$ cat src/rtl/add_seq_pkg.sv
// ============================================================================
// Module   : add_seq_pkg
// Brief    : Shared types and constants for the nibble-serial add/sub sequencer
// Revision : 1.0
// ============================================================================
`default_nettype none

package add_seq_pkg;

    localparam int NIBBLE_W = 4;

    typedef enum logic [1:0] {
        IDLE = 2'd0,
        RUN  = 2'd1,
        DONE = 2'd2
    } state_t;

    // Nibble index width; a single-nibble operand still needs a 1-bit counter.
    function automatic int idx_width(input int nibbles);
        return (nibbles <= 2) ? 1 : $clog2(nibbles);
    endfunction

endpackage

`default_nettype wire

$ cat src/rtl/nibble_adder.sv
// ============================================================================
// Module   : nibble_adder
// Brief    : Combinational 4-bit ripple-carry slice built from full adders
// Revision : 1.0
// ============================================================================
`default_nettype none

module nibble_adder
    import add_seq_pkg::*;
(
    input  logic [NIBBLE_W-1:0] a,
    input  logic [NIBBLE_W-1:0] b,
    input  logic                ci,
    output logic [NIBBLE_W-1:0] s,
    output logic                co,
    output logic                c3
);

    logic [NIBBLE_W:0] c;

    assign c[0] = ci;

    for (genvar i = 0; i < NIBBLE_W; i++) begin : g_bit
        assign s[i]   = a[i] ^ b[i] ^ c[i];
        assign c[i+1] = (a[i] & b[i]) | (c[i] & (a[i] ^ b[i]));
    end

    assign co = c[NIBBLE_W];
    // Carry into the top bit, needed for signed overflow on the final nibble.
    assign c3 = c[NIBBLE_W-1];

endmodule

`default_nettype wire

$ cat src/rtl/add_seq_ctrl.sv
// ============================================================================
// Module   : add_seq_ctrl
// Brief    : Nibble-serial add/subtract sequencer with valid/ready handshakes
// Revision : 1.0
// ============================================================================
`default_nettype none

module add_seq_ctrl
    import add_seq_pkg::*;
#(
    parameter int NIBBLES = 4
) (
    input  logic                      clk,
    input  logic                      rst,
    input  logic                      start_valid,
    output logic                      start_ready,
    input  logic [4*NIBBLES-1:0]      a,
    input  logic [4*NIBBLES-1:0]      b,
    input  logic                      cin,
    input  logic                      sub,
    output logic                      res_valid,
    input  logic                      res_ready,
    output logic [4*NIBBLES-1:0]      sum,
    output logic                      cout,
    output logic                      ovf
);

    localparam int W  = NIBBLE_W * NIBBLES;
    localparam int IW = idx_width(NIBBLES);
    localparam logic [IW-1:0] LAST_IDX = IW'(NIBBLES - 1);

    state_t          state_q, state_d;
    logic [IW-1:0]   idx_q,   idx_d;
    logic [W-1:0]    a_q,     a_d;
    logic [W-1:0]    b_q,     b_d;
    logic            carry_q, carry_d;
    logic [W-1:0]    sum_q,   sum_d;
    logic            cout_q,  cout_d;
    logic            ovf_q,   ovf_d;

    logic [NIBBLE_W-1:0] slice_a, slice_b, slice_s;
    logic                slice_co, slice_c3;

    assign slice_a = a_q[idx_q*NIBBLE_W +: NIBBLE_W];
    assign slice_b = b_q[idx_q*NIBBLE_W +: NIBBLE_W];

    nibble_adder u_slice (
        .a  (slice_a),
        .b  (slice_b),
        .ci (carry_q),
        .s  (slice_s),
        .co (slice_co),
        .c3 (slice_c3)
    );

    always_comb begin
        state_d = state_q;
        idx_d   = idx_q;
        a_d     = a_q;
        b_d     = b_q;
        carry_d = carry_q;
        sum_d   = sum_q;
        cout_d  = cout_q;
        ovf_d   = ovf_q;
        case (state_q)
            IDLE: begin
                if (start_valid) begin
                    // Subtraction is A + ~B + 1, so cin is overridden.
                    a_d     = a;
                    b_d     = sub ? ~b : b;
                    carry_d = sub ? 1'b1 : cin;
                    idx_d   = '0;
                    sum_d   = '0;
                    state_d = RUN;
                end
            end
            RUN: begin
                sum_d[idx_q*NIBBLE_W +: NIBBLE_W] = slice_s;
                carry_d = slice_co;
                if (idx_q == LAST_IDX) begin
                    cout_d  = slice_co;
                    ovf_d   = slice_co ^ slice_c3;
                    state_d = DONE;
                end else begin
                    idx_d = idx_q + 1'b1;
                end
            end
            DONE: begin
                if (res_ready) begin
                    state_d = IDLE;
                end
            end
            default: state_d = IDLE;
        endcase
    end

    always_ff @(posedge clk or posedge rst) begin
        if (rst) begin
            state_q <= IDLE;
            idx_q   <= '0;
            a_q     <= '0;
            b_q     <= '0;
            carry_q <= 1'b0;
            sum_q   <= '0;
            cout_q  <= 1'b0;
            ovf_q   <= 1'b0;
        end else begin
            state_q <= state_d;
            idx_q   <= idx_d;
            a_q     <= a_d;
            b_q     <= b_d;
            carry_q <= carry_d;
            sum_q   <= sum_d;
            cout_q  <= cout_d;
            ovf_q   <= ovf_d;
        end
    end

    assign start_ready = (state_q == IDLE);
    assign res_valid   = (state_q == DONE);
    assign sum         = sum_q;
    assign cout        = cout_q;
    assign ovf         = ovf_q;

endmodule

`default_nettype wire

$ cat config.mk
export PLATFORM = sky130hd
export DESIGN_NAME = add_seq_ctrl
export DESIGN_NICKNAME = d
export VERILOG_FILES = /design/src/rtl/add_seq_pkg.sv /design/src/rtl/nibble_adder.sv /design/src/rtl/add_seq_ctrl.sv
export SDC_FILE = /design/constraint.sdc
export NUM_CORES = 1
export LEC_CHECK = 0
export CORE_MARGIN = 4
export CORE_UTILIZATION = 55
export CTS_CLUSTER_DIAMETER = 120
export DETAILED_ROUTE_END_ITERATION = 16
export PLACE_DENSITY = 0.83
export SLEW_MARGIN = 20
export SYNTH_ARGS = -nofsm -noshare
export SYNTH_HDL_FRONTEND = slang
export SYNTH_HIERARCHICAL = 1
export SYNTH_SLANG_ARGS = --single-unit
$ cat constraint.sdc
create_clock -name clk -period 8.3 [get_ports clk]
set_clock_uncertainty 0.05 [all_clocks]
set_input_delay 1.245 -clock clk [delete_from_list [all_inputs] [get_ports clk]]
set_output_delay 1.245 -clock clk [all_outputs]
set_load 0.005 [all_outputs]
# Yosys cells after proc, flatten, opt, wreduce, memory -nomap -nowiden
# Index checks and enable logic that the tools add are counted.
# op_classes
addsub,2
n_eq_ne,7
shift,4
mux,14
bitwise,22
reduce_logical,7
# op_table
op,n
negator 4 -> 34 bit,1
"variable shift 4 x 34 -> 16 bit, first input constant",1
variable part select 4 x 34 -> 16 bit,1
2-to-1 mux 16 bit,2
one-hot mux 16 bit (2 select lines),1
variable part select 16 x 5 -> 4 bit,2
bitwise mux 16 bit,1
inverter 16 bit,1
2-to-1 mux 2 bit,5
bitwise XOR 1 bit,9
AND 1 bit,8
"!= test 2 bit, second input constant",3
one-hot mux 2 bit (3 select lines),1
AND reduction 2 bit,3
AND reduction 3 bit,2
"== test 2 bit, second input constant",2
bitwise OR 1 bit,4
one-hot mux 2 bit (2 select lines),1
"adder 2 x 1 -> 2 bit, second input constant",1
"== test 2 x 1 -> 1 bit, second input constant",1
logical NOT 2 bit,1
2-to-1 mux 1 bit,2
"!= test 2 x 1 -> 1 bit, second input constant",1
one-hot mux 1 bit (2 select lines),1
nonzero test 2 bit,1
# totals
register_bits,55
inputBits,38
elab_cells,64

# Depth between registers and ports, before layout
# Gate-level depths: netlist of the first run.
# depth
ltp_word,12
mapped_depth,10
ltp_nobuf,9

# Modules after synthesis
# The synthesis of the first run kept the hierarchy.
# by_module_without_submodules
module,n_inst,cells_each,area_per_inst_um2,seq_area_each_um2
add_seq_ctrl,1,201,2602.5,1376.3
nibble_adder,1,12,110.1,0.0

# Worst setup path before layout of the first run
# Ideal clock, no wire load.
# synth_timing
path_kind,reg-to-reg
start,register idx_q[0]
end,"register cout_q, in the netlist cout"
arrival_time_ns,2.723
required_ns,8.122
slack_ns,5.400
stages_incl_launch_ff,10
path_buffers,1
period_less_slack_ns,2.900
path_cell_list,dfrtp_1 > buf_4 > mux4_2 > fa_1 > inv_1 > fa_1 > fa_1 > inv_1 > fa_1 > mux2_1
# synth_between
elab_chain_len,10
elab_cells_between_ends,20
cone_classes,eq/ne (1); shift (2); bitwise (16); reduce/logical (1)
# synth_rtl
element,line,source
"start, declared",add_seq_ctrl.sv:33,"logic [IW-1:0] idx_q, idx_d;"
"start signal, assigned",add_seq_ctrl.sv:109,idx_q <= idx_d;
variable part select 16 x 5 -> 4 bit (*),add_seq_ctrl.sv:44,assign slice_a = a_q[idx_q*NIBBLE_W +: NIBBLE_W];
named net slice_a[0],add_seq_ctrl.sv:41,"logic [NIBBLE_W-1:0] slice_a, slice_b, slice_s;"
bitwise XOR 1 bit,nibble_adder.sv:25,assign c[i+1] = (a[i] & b[i]) | (c[i] & (a[i] ^ b[i]));
AND 1 bit,nibble_adder.sv:25,
bitwise OR 1 bit (*),nibble_adder.sv:25,
AND 1 bit (*),nibble_adder.sv:25,
bitwise OR 1 bit (*),nibble_adder.sv:25,
AND 1 bit (*),nibble_adder.sv:25,
bitwise OR 1 bit (*),nibble_adder.sv:25,
named net slice_c3,add_seq_ctrl.sv:42,"logic slice_co, slice_c3;"
AND 1 bit (*),nibble_adder.sv:25,
bitwise OR 1 bit (*),nibble_adder.sv:25,
named net slice_co,add_seq_ctrl.sv:42,
"end signal, assigned",add_seq_ctrl.sv:114,cout_q <= cout_d;
"end, declared",add_seq_ctrl.sv:38,"logic cout_q, cout_d;"
# Mark *: on every way through the listed nets, which the timed path passes. The rest lies on a longest branch.
# A chain may end at the register's enable or synchronous reset.

# Worst setup path after layout of the first run
# layout_timing
start,register idx_q[0]
end,"register sum_q[11], in the netlist sum[11]"
# layout_between
elab_chain_len,12
elab_cells_between_ends,24
cone_classes,add/sub (1); shift (4); mux (2); bitwise (17)
# layout_rtl
element,line,source
variable part select 16 x 5 -> 4 bit (*),add_seq_ctrl.sv:44,
named net slice_a[0],add_seq_ctrl.sv:41,
bitwise XOR 1 bit,nibble_adder.sv:25,
AND 1 bit,nibble_adder.sv:25,
bitwise OR 1 bit (*),nibble_adder.sv:25,
AND 1 bit (*),nibble_adder.sv:25,
bitwise OR 1 bit (*),nibble_adder.sv:25,
AND 1 bit (*),nibble_adder.sv:25,
bitwise OR 1 bit (*),nibble_adder.sv:25,
named net slice_c3,add_seq_ctrl.sv:42,
bitwise XOR 1 bit (*),nibble_adder.sv:24,assign s[i] = a[i] ^ b[i] ^ c[i];
named net slice_s[3],add_seq_ctrl.sv:41,
variable part select 4 x 34 -> 16 bit (*),add_seq_ctrl.sv:78,sum_d[idx_q*NIBBLE_W +: NIBBLE_W] = slice_s;
bitwise mux 16 bit (*),add_seq_ctrl.sv:78,
one-hot mux 16 bit (2 select lines) (*),add_seq_ctrl.sv:65,case (state_q)
"end signal, assigned",add_seq_ctrl.sv:113,sum_q <= sum_d;
"end, declared",add_seq_ctrl.sv:37,"logic [W-1:0] sum_q, sum_d;"
# Marks and branches as above.

==> results.md, run 1 <==
- Relative slew margins: 39.5%
- Gr ovfl total: 0
- Cells along the critical path: mux4_2 > fa_1 > inv_1 > fa_1 > fa_1 > inv_1 > fa_1 > a22o_1
- CP arrival: ~3.5 ns
- Slew Viols, Final: 0
- Drt initial violations: between 100 and 150
- P_leak: 0.00145 uW
- Share of cells above drive strength 1: between 10% and 20%
- Internal power: ~820 uW
- DP Cell Count: 327
- Top cells by area, synth: dfrtp_1 (51%), mux2_2 (7.1%), mux4_2 (6.6%), a22o_1 (5.5%), xnor2_1 (5.5%)
- Largest net degree at the start of global routing: 56
- Clk sinks: 55
- Sequential cell fraction of total power: around 37%
- Worst r2r path cells: 8
- Antenna fix cells: 0
- Max-cap violations: 0
- Crit-path max FO: 16
- Yosys cell types: 28
- Tightest Hold Check Type: reg2reg
- Register area share after synthesis: 50.7%
- Vias in the first global route: ~1800
- Worst vdd ir: around 0.22 mV
- Routability cong.: 0.793
- Worst slew pin tran: 0.907 ns
- Clk Latency, worst-skew pair: 0.31 ns
- Primary FF master, synth: dfrtp_1
- Post-route ant nets: 0
- Required @ worst endpoint: 8.46 ns
- Final-stage net count: approximately 320
- Syn avg cell area: ~13 um2
- Gates resized, CTS repair: 0
- I/O pin count: 58
- Avg WL per Cell: approximately 15 um
- Root buf cell: clkbuf_8
- Synthesized area: roughly 2700 um2
- Die Height: approximately 80 um
- Crit path top cell by count: fa_1
- Critical path class: reg2reg
- CTS max path bufs: 2
- Net Switching: 499 uW
- Initial Util: approximately 57%
- Setup_tns: 0 ns
- Setup violations, final: 0
- Fmax: ~300 MHz
- Chip Width: 78.2 um
- Cell with the most instances after synthesis: dfrtp_1
- Cell area power density: approximately 390 nW/um2
- Synth Register Bits: 55
- Switch share: ~38%
- Synthesized instance count: between 200 and 250
- Power share of the clock group: roughly 14%
- Final worst slack: 5.01 ns
- Reg clk slew, reported paths: 0.10 ns
- Total CTS buffers: 5
- Final period utilization: between 30% and 40%
- Crit Reg-Reg Startpoint: idx_q[0]$_DFFE_PP0P_
- CP endpoint: sum[11]$_DFFE_PP0P_
- Yosys warns: 6
- Routed vias: 1760
- Ys async rst share: 100%
- RSZ-0062 raised after global routing: no
- Final Power: 1320 uW
- Post-synth top cells: dfrtp_1 (55), nor2_1 (19)
- Minimum clock period: between 3 and 4 ns
- Synth top area share: 50.7%
- P&R area growth vs syn: 26.6%
- Multi-input gate area: about 1200 um2
- Drt first pass iters: 4
- Seq. cell area: 1380 um2
- Flop2flop setup slack: about 5 ns
- Number of flops mapped to enable cells by yosys: 0
- Crit. Startpoint: idx_q[0]$_DFFE_PP0P_
- Post-CTS Hold Buffers: 0
- Postcts setup bufs: 0
- Row cnt: 25
- Slowest Stage Delay on Critical Path: 0.87 ns
- Reg2reg end: sum[11]$_DFFE_PP0P_
- Placeable Area: between 4000 and 5000 um2
- Die Area: between 6000 and 7000 um2
- Status: completed
- Dpl hpwl: 3670 um
- Fillers: around 350
- Element type at the critical path end: register
- DR vias/cell: ~5.3
- Non-Filler Instances: between 300 and 400
- Hold_ws: approximately 0.46 ns
- Detailed Route WL: 4920 um
- Post-Syn Nets: approximately 260
- Port Buffer Count: 57
- Total track usage: about 18%
- CP startpoint kind: register
- Fin. Hold Viols: 0
- H-tree levels: 2
- First-pass GRT wire length: ~8400 um
- Initial antenna violation count: 0
- CTS tree: done
- Area leader, netlist: dfrtp_1
- Comb power frac: approximately half
- Dpl ws: about 5 ns
- DRC: 0
- Slowest CP cell: dfrtp_1
cell type report:
class	instances	share of cell area, %
tap	67	2.44
sequential	55	40.1
timing repair buffer	58	16.8
inverter	11	1.24
clock buffer	6	2.41
clock inverter	2	1.02
multi-input combinational	136	36.0
kinds of logic (layout without fill, tap and decap cells):
| kind of cell | Yosys count | after routing | synth area share (%) |
|---|---|---|---|
| AOI/OAI and AO/OA | 44 | 44 | 11.4 |
| muxes | 26 | 26 | 14.1 |
| DFF | 55 | 55 | 50.7 |
| adders and majority gates | 10 | 10 | 5.72 |
| xor gates and xnor gates | 17 | 17 | 5.49 |
| buffers and inverters | 22 | 77 | 3.97 |
| and+or+nand+nor | 39 | 39 | 8.53 |
routing by layer:
layer | vias up | global-route usage (%) | share of wire, %
li1 | 853 | - | -
met1 | 848 | 22.8 | 43
met2 | 48 | 29.2 | 50
met3 | 11 | 4.59 | 4.7
met4 | 0 | 6.12 | 2.0
met5 | - | 0 | 0
how the worst min path moves through the flow:
stage	from	to	depth (start not counted)
floorplan	carry_q$_DFFE_PP0P_	carry_q$_DFFE_PP0P_	2
global placement	sum[12]$_DFFE_PP0P_	sum[12]$_DFFE_PP0P_	1
detailed placement	a_q[13]$_DFFE_PP0P_	a_q[13]$_DFFE_PP0P_	1
CTS	a_q[13]$_DFFE_PP0P_	a_q[13]$_DFFE_PP0P_	1
global route	a_q[6]$_DFFE_PP0P_	a_q[6]$_DFFE_PP0P_	1
finish	sum[12]$_DFFE_PP0P_	sum[12]$_DFFE_PP0P_	1
cells in the final DEF (no fill, tap or decap):
master,n
mux4_2,8
nor3b_4,1
mux2_2,17
dfrtp_1,55
fa_1,4
and2_1,2
ha_1,6
and3b_1,1
o21bai_1,1
nand2_1,7
buf_4,1
nor2_1,19
inv_1,10
a22o_1,17
bufinv_16,1
mux2_1,1
o21ai_0,2
clkinv_2,2
clkdlybuf4s50_1,57
a21o_1,4
a2bb2oi_1,1
nand2b_1,2
nand3b_1,2
nor2b_1,2
xnor2_1,17
clkbuf_8,6
a32o_1,2
nor3b_2,1
nor4b_4,2
a21oi_1,17
critical path, delay by kind of cell, from the launching register on:
kind                     cells  cell delay (ns)
adder cells (fa/ha/maj)      4             1.28
flip-flops                   1             0.87
multiplexers                 1             0.62
AO/OA/AOI/OAI                1             0.23
buffers and inverters        2             0.15
power by group through the flow:
stage	sequential (uW)	clock (uW)	combinational (uW)
6_report	489	183	652
4_1_cts	491	184	657
5_1_grt	512	197	736
3_5_place_dp	497	0	653
2_1_floorplan	444	0	509
3_3_place_gp	493	0	641
per-stage QoR:
| step | utilization (%) | instance area, um2 |
|---|---|---|
| 6_report | 72.2 | 3430 |
| 5_1_grt | 72.2 | 3430 |
| 4_1_cts | 72.2 | 3430 |
| 3_5_place_dp | 69.7 | 3310 |
| 3_3_place_gp | 69.7 | 3310 |
| 2_1_floorplan | - | 2710 |
registers in the layout, indices dropped and copies added, names as in the netlist:
signal / cells
a_q: 16
idx_q: 2
sum: 16
b_q: 16
cout: 1
ovf: 1
carry_q: 1
state_q: 2
Note: power is estimated with default switching activity, not from simulation.
==> run 2, diff against run 1 <==
--- a/config.mk
+++ b/config.mk
@@ -6,10 +6,10 @@
 export NUM_CORES = 1
 export LEC_CHECK = 0
 export CORE_MARGIN = 4
-export CORE_UTILIZATION = 55
+export CORE_UTILIZATION = 51
 export CTS_CLUSTER_DIAMETER = 120
 export DETAILED_ROUTE_END_ITERATION = 16
-export PLACE_DENSITY = 0.83
+export PLACE_DENSITY = 0.78
 export SLEW_MARGIN = 20
 export SYNTH_ARGS = -nofsm -noshare
 export SYNTH_HDL_FRONTEND = slang
==> constraint.sdc (replaced) <==
create_clock -name clk -period 3.22 [get_ports clk]
set_clock_uncertainty 0.05 [all_clocks]
set_input_delay 0.483 -clock clk [delete_from_list [all_inputs] [get_ports clk]]
set_output_delay 0.483 -clock clk [all_outputs]
set_load 0.005 [all_outputs]
==> results.md, run 2 (same netlist as run 1, synthesis figures left out) <==
- First-pass GRT wire length: around 8400 um
- Setup violations, final: 0
- Chip Width: a little over 80 um
- Slowest Stage Delay on Critical Path: around 0.55 ns
- Final worst slack: between 0.3 and 0.4 ns
- Tightest Hold Check Type: reg2reg
- Net Switching: between 1000 and 1500 uW
- Dpl hpwl: about 3900 um
- I/O pin count: 58
- Status: completed
- Die Height: 80.9 um
- Largest net degree at the start of global routing: 56
- Area after DPL: ~3400 um2
- Avg WL per Cell: ~15 um
- Relative slew margins: between 50% and 60%
- Gates resized, CTS repair: 0
- Worst slew pin tran: 0.661 ns
- Required @ worst endpoint: 3.38 ns
- Comb power frac: between 50% and 60%
- Final Power: 3410 uW
- Root buf cell: clkbuf_8
- Internal power: ~2100 uW
- Element type at the critical path end: register
- Detailed Route WL: between 5000 and 6000 um
- Row cnt: 26
- P&R area growth vs syn: 26.9%
- Initial antenna violation count: 0
- Post-route ant nets: 0
- Clk Latency, worst-skew pair: 0.31 ns
- Most common cell after layout, fill and taps aside: clkdlybuf4s50_1
- Placeable Area: 5140 um2
- CP arrival: approximately 3 ns
- Vias in the first global route: 1746
- Dpl ws: 0.414 ns
- CTS tree: done
- Reg clk slew, reported paths: about 0.10 ns
- Drt first pass iters: 4
- Die Area: 6550 um2
- Share of cells above drive strength 1: between 15 and 20%
- Critical path class: reg2reg
- Initial Util: between 50 and 60%
- Port Buffer Count: 57
- Crit path top cell by count: fa_1
- Switch share: about two fifths
- DR vias/cell: a little over 5
- Minimum clock period: ~2.8 ns
- Total track usage: between 10% and 20%
- Drt initial violations: a little under 70
- H-tree levels: 2
- RSZ-0062 raised after global routing: no
- Design Area, Final: approximately 3400 um2
- CTS max path bufs: 2
- Slew Viols, Final: 0
- Crit path max-delay family: adder cells
- Setup_tns: 0 ns
- Worst vdd ir: 0.519 mV
- Total CTS buffers: 5
- Fin. Hold Viols: 0
- Crit path buf inv count: 2
- Post-CTS Hold Buffers: 0
- P_leak: roughly 0.0015 uW
- Max-cap violations: 0
- Postcts setup bufs: 0
- Crit-path max FO: 4
- Final-stage net count: 320
- Slowest CP cell: mux4_2
- Routed vias: about 1800
- Sequential cell fraction of total power: between 30% and 40%
- CP startpoint kind: register
- Antenna fix cells: 0
- Cells along the critical path: mux4_2 > fa_1 > inv_1 > fa_1 > fa_1 > inv_1 > fa_1 > a22o_1
- Gr ovfl total: 0
- Power share of the clock group: between 10 and 15%
- Fmax: between 300 and 400 MHz
- Clk sinks: 55
- Cell area power density: slightly below 1000 nW/um2
- Fillers: approximately 430
- Routability cong.: roughly 0.81
- Commonest cells after routing, fill and taps aside: clkdlybuf4s50_1 (57), dfrtp_1 (55), nor2_1 (19)
- DRC: 0
- Final period utilization: 88.2%
[run 2: path summary, 6_finish.rpt]
| kind | from | to | slack [ns] | cells after the start |
|---|---|---|---|---|
| setup / recovery | idx_q[0]$_DFFE_PP0P_ | sum[11]$_DFFE_PP0P_ | 0.38 | 8 |
| hold / removal | sum[0]$_DFFE_PP0P_ | sum[0]$_DFFE_PP0P_ | 0.45 | 1 |
| setup reg to reg | idx_q[0]$_DFFE_PP0P_ | sum[11]$_DFFE_PP0P_ | 0.38 | 8 |
| hold reg to reg | sum[0]$_DFFE_PP0P_ | sum[0]$_DFFE_PP0P_ | 0.45 | 1 |
| max in group asynchronous | rst | carry_q$_DFFE_PP0P_ | 2.06 | 3 |
| min in group asynchronous | rst | sum[13]$_DFFE_PP0P_ | 0.61 | 3 |
[run 2: through the flow]
step	util, %	instances	hold slack [ns]
2_1_floorplan	-	213	0.420
3_3_place_gp	65.3	335	0.435
3_5_place_dp	65.3	335	0.430
4_1_cts	67.0	343	0.452
5_1_grt	67.0	343	0.459
6_report	67.0	343	0.446
[run 2: cell type report]
type                       count  area [um2]  share of cell area [%]
multi-input combinational    136        1230                    35.9
clock buffer                   5        68.8                    2.00
clock inverter                 3        18.8                   0.545
inverter                      11        41.3                    1.20
timing repair buffer          63         616                    17.9
sequential                    55        1380                    40.0
tap                           70        87.6                    2.54
[run 2: layer usage]
| layer | up-vias | track usage (%) | share of wire, % |
|---|---|---|---|
| li1 | 865 | - | - |
| met2 | 46 | 28.2 | 49 |
| met4 | 0 | 5.57 | 1.3 |
| met3 | 4 | 3.66 | 4.7 |
| met1 | 857 | 22.5 | 45 |
| met5 | - | 0 | 0 |
[run 2: power groups by stage]
stage / Combinational [uW] / Sequential [uW] / Clock (uW)
floorplan: 1310 / 1140 / 0
global placement: 1740 / 1240 / 0
detailed placement: 1800 / 1240 / 0
CTS: 1820 / 1230 / 387
global route: 1980 / 1270 / 419
finish: 1800 / 1230 / 384
==> run 3, diff against run 2 <==
--- a/config.mk
+++ b/config.mk
@@ -5,6 +5,7 @@
 export SDC_FILE = /design/constraint.sdc
 export NUM_CORES = 1
 export LEC_CHECK = 0
+export CAP_MARGIN = 0
 export CORE_MARGIN = 4
 export CORE_UTILIZATION = 51
 export CTS_CLUSTER_DIAMETER = 120
==> results of run 3 <==
No change in the layout: final DEF, timing and power equal those of run 2.
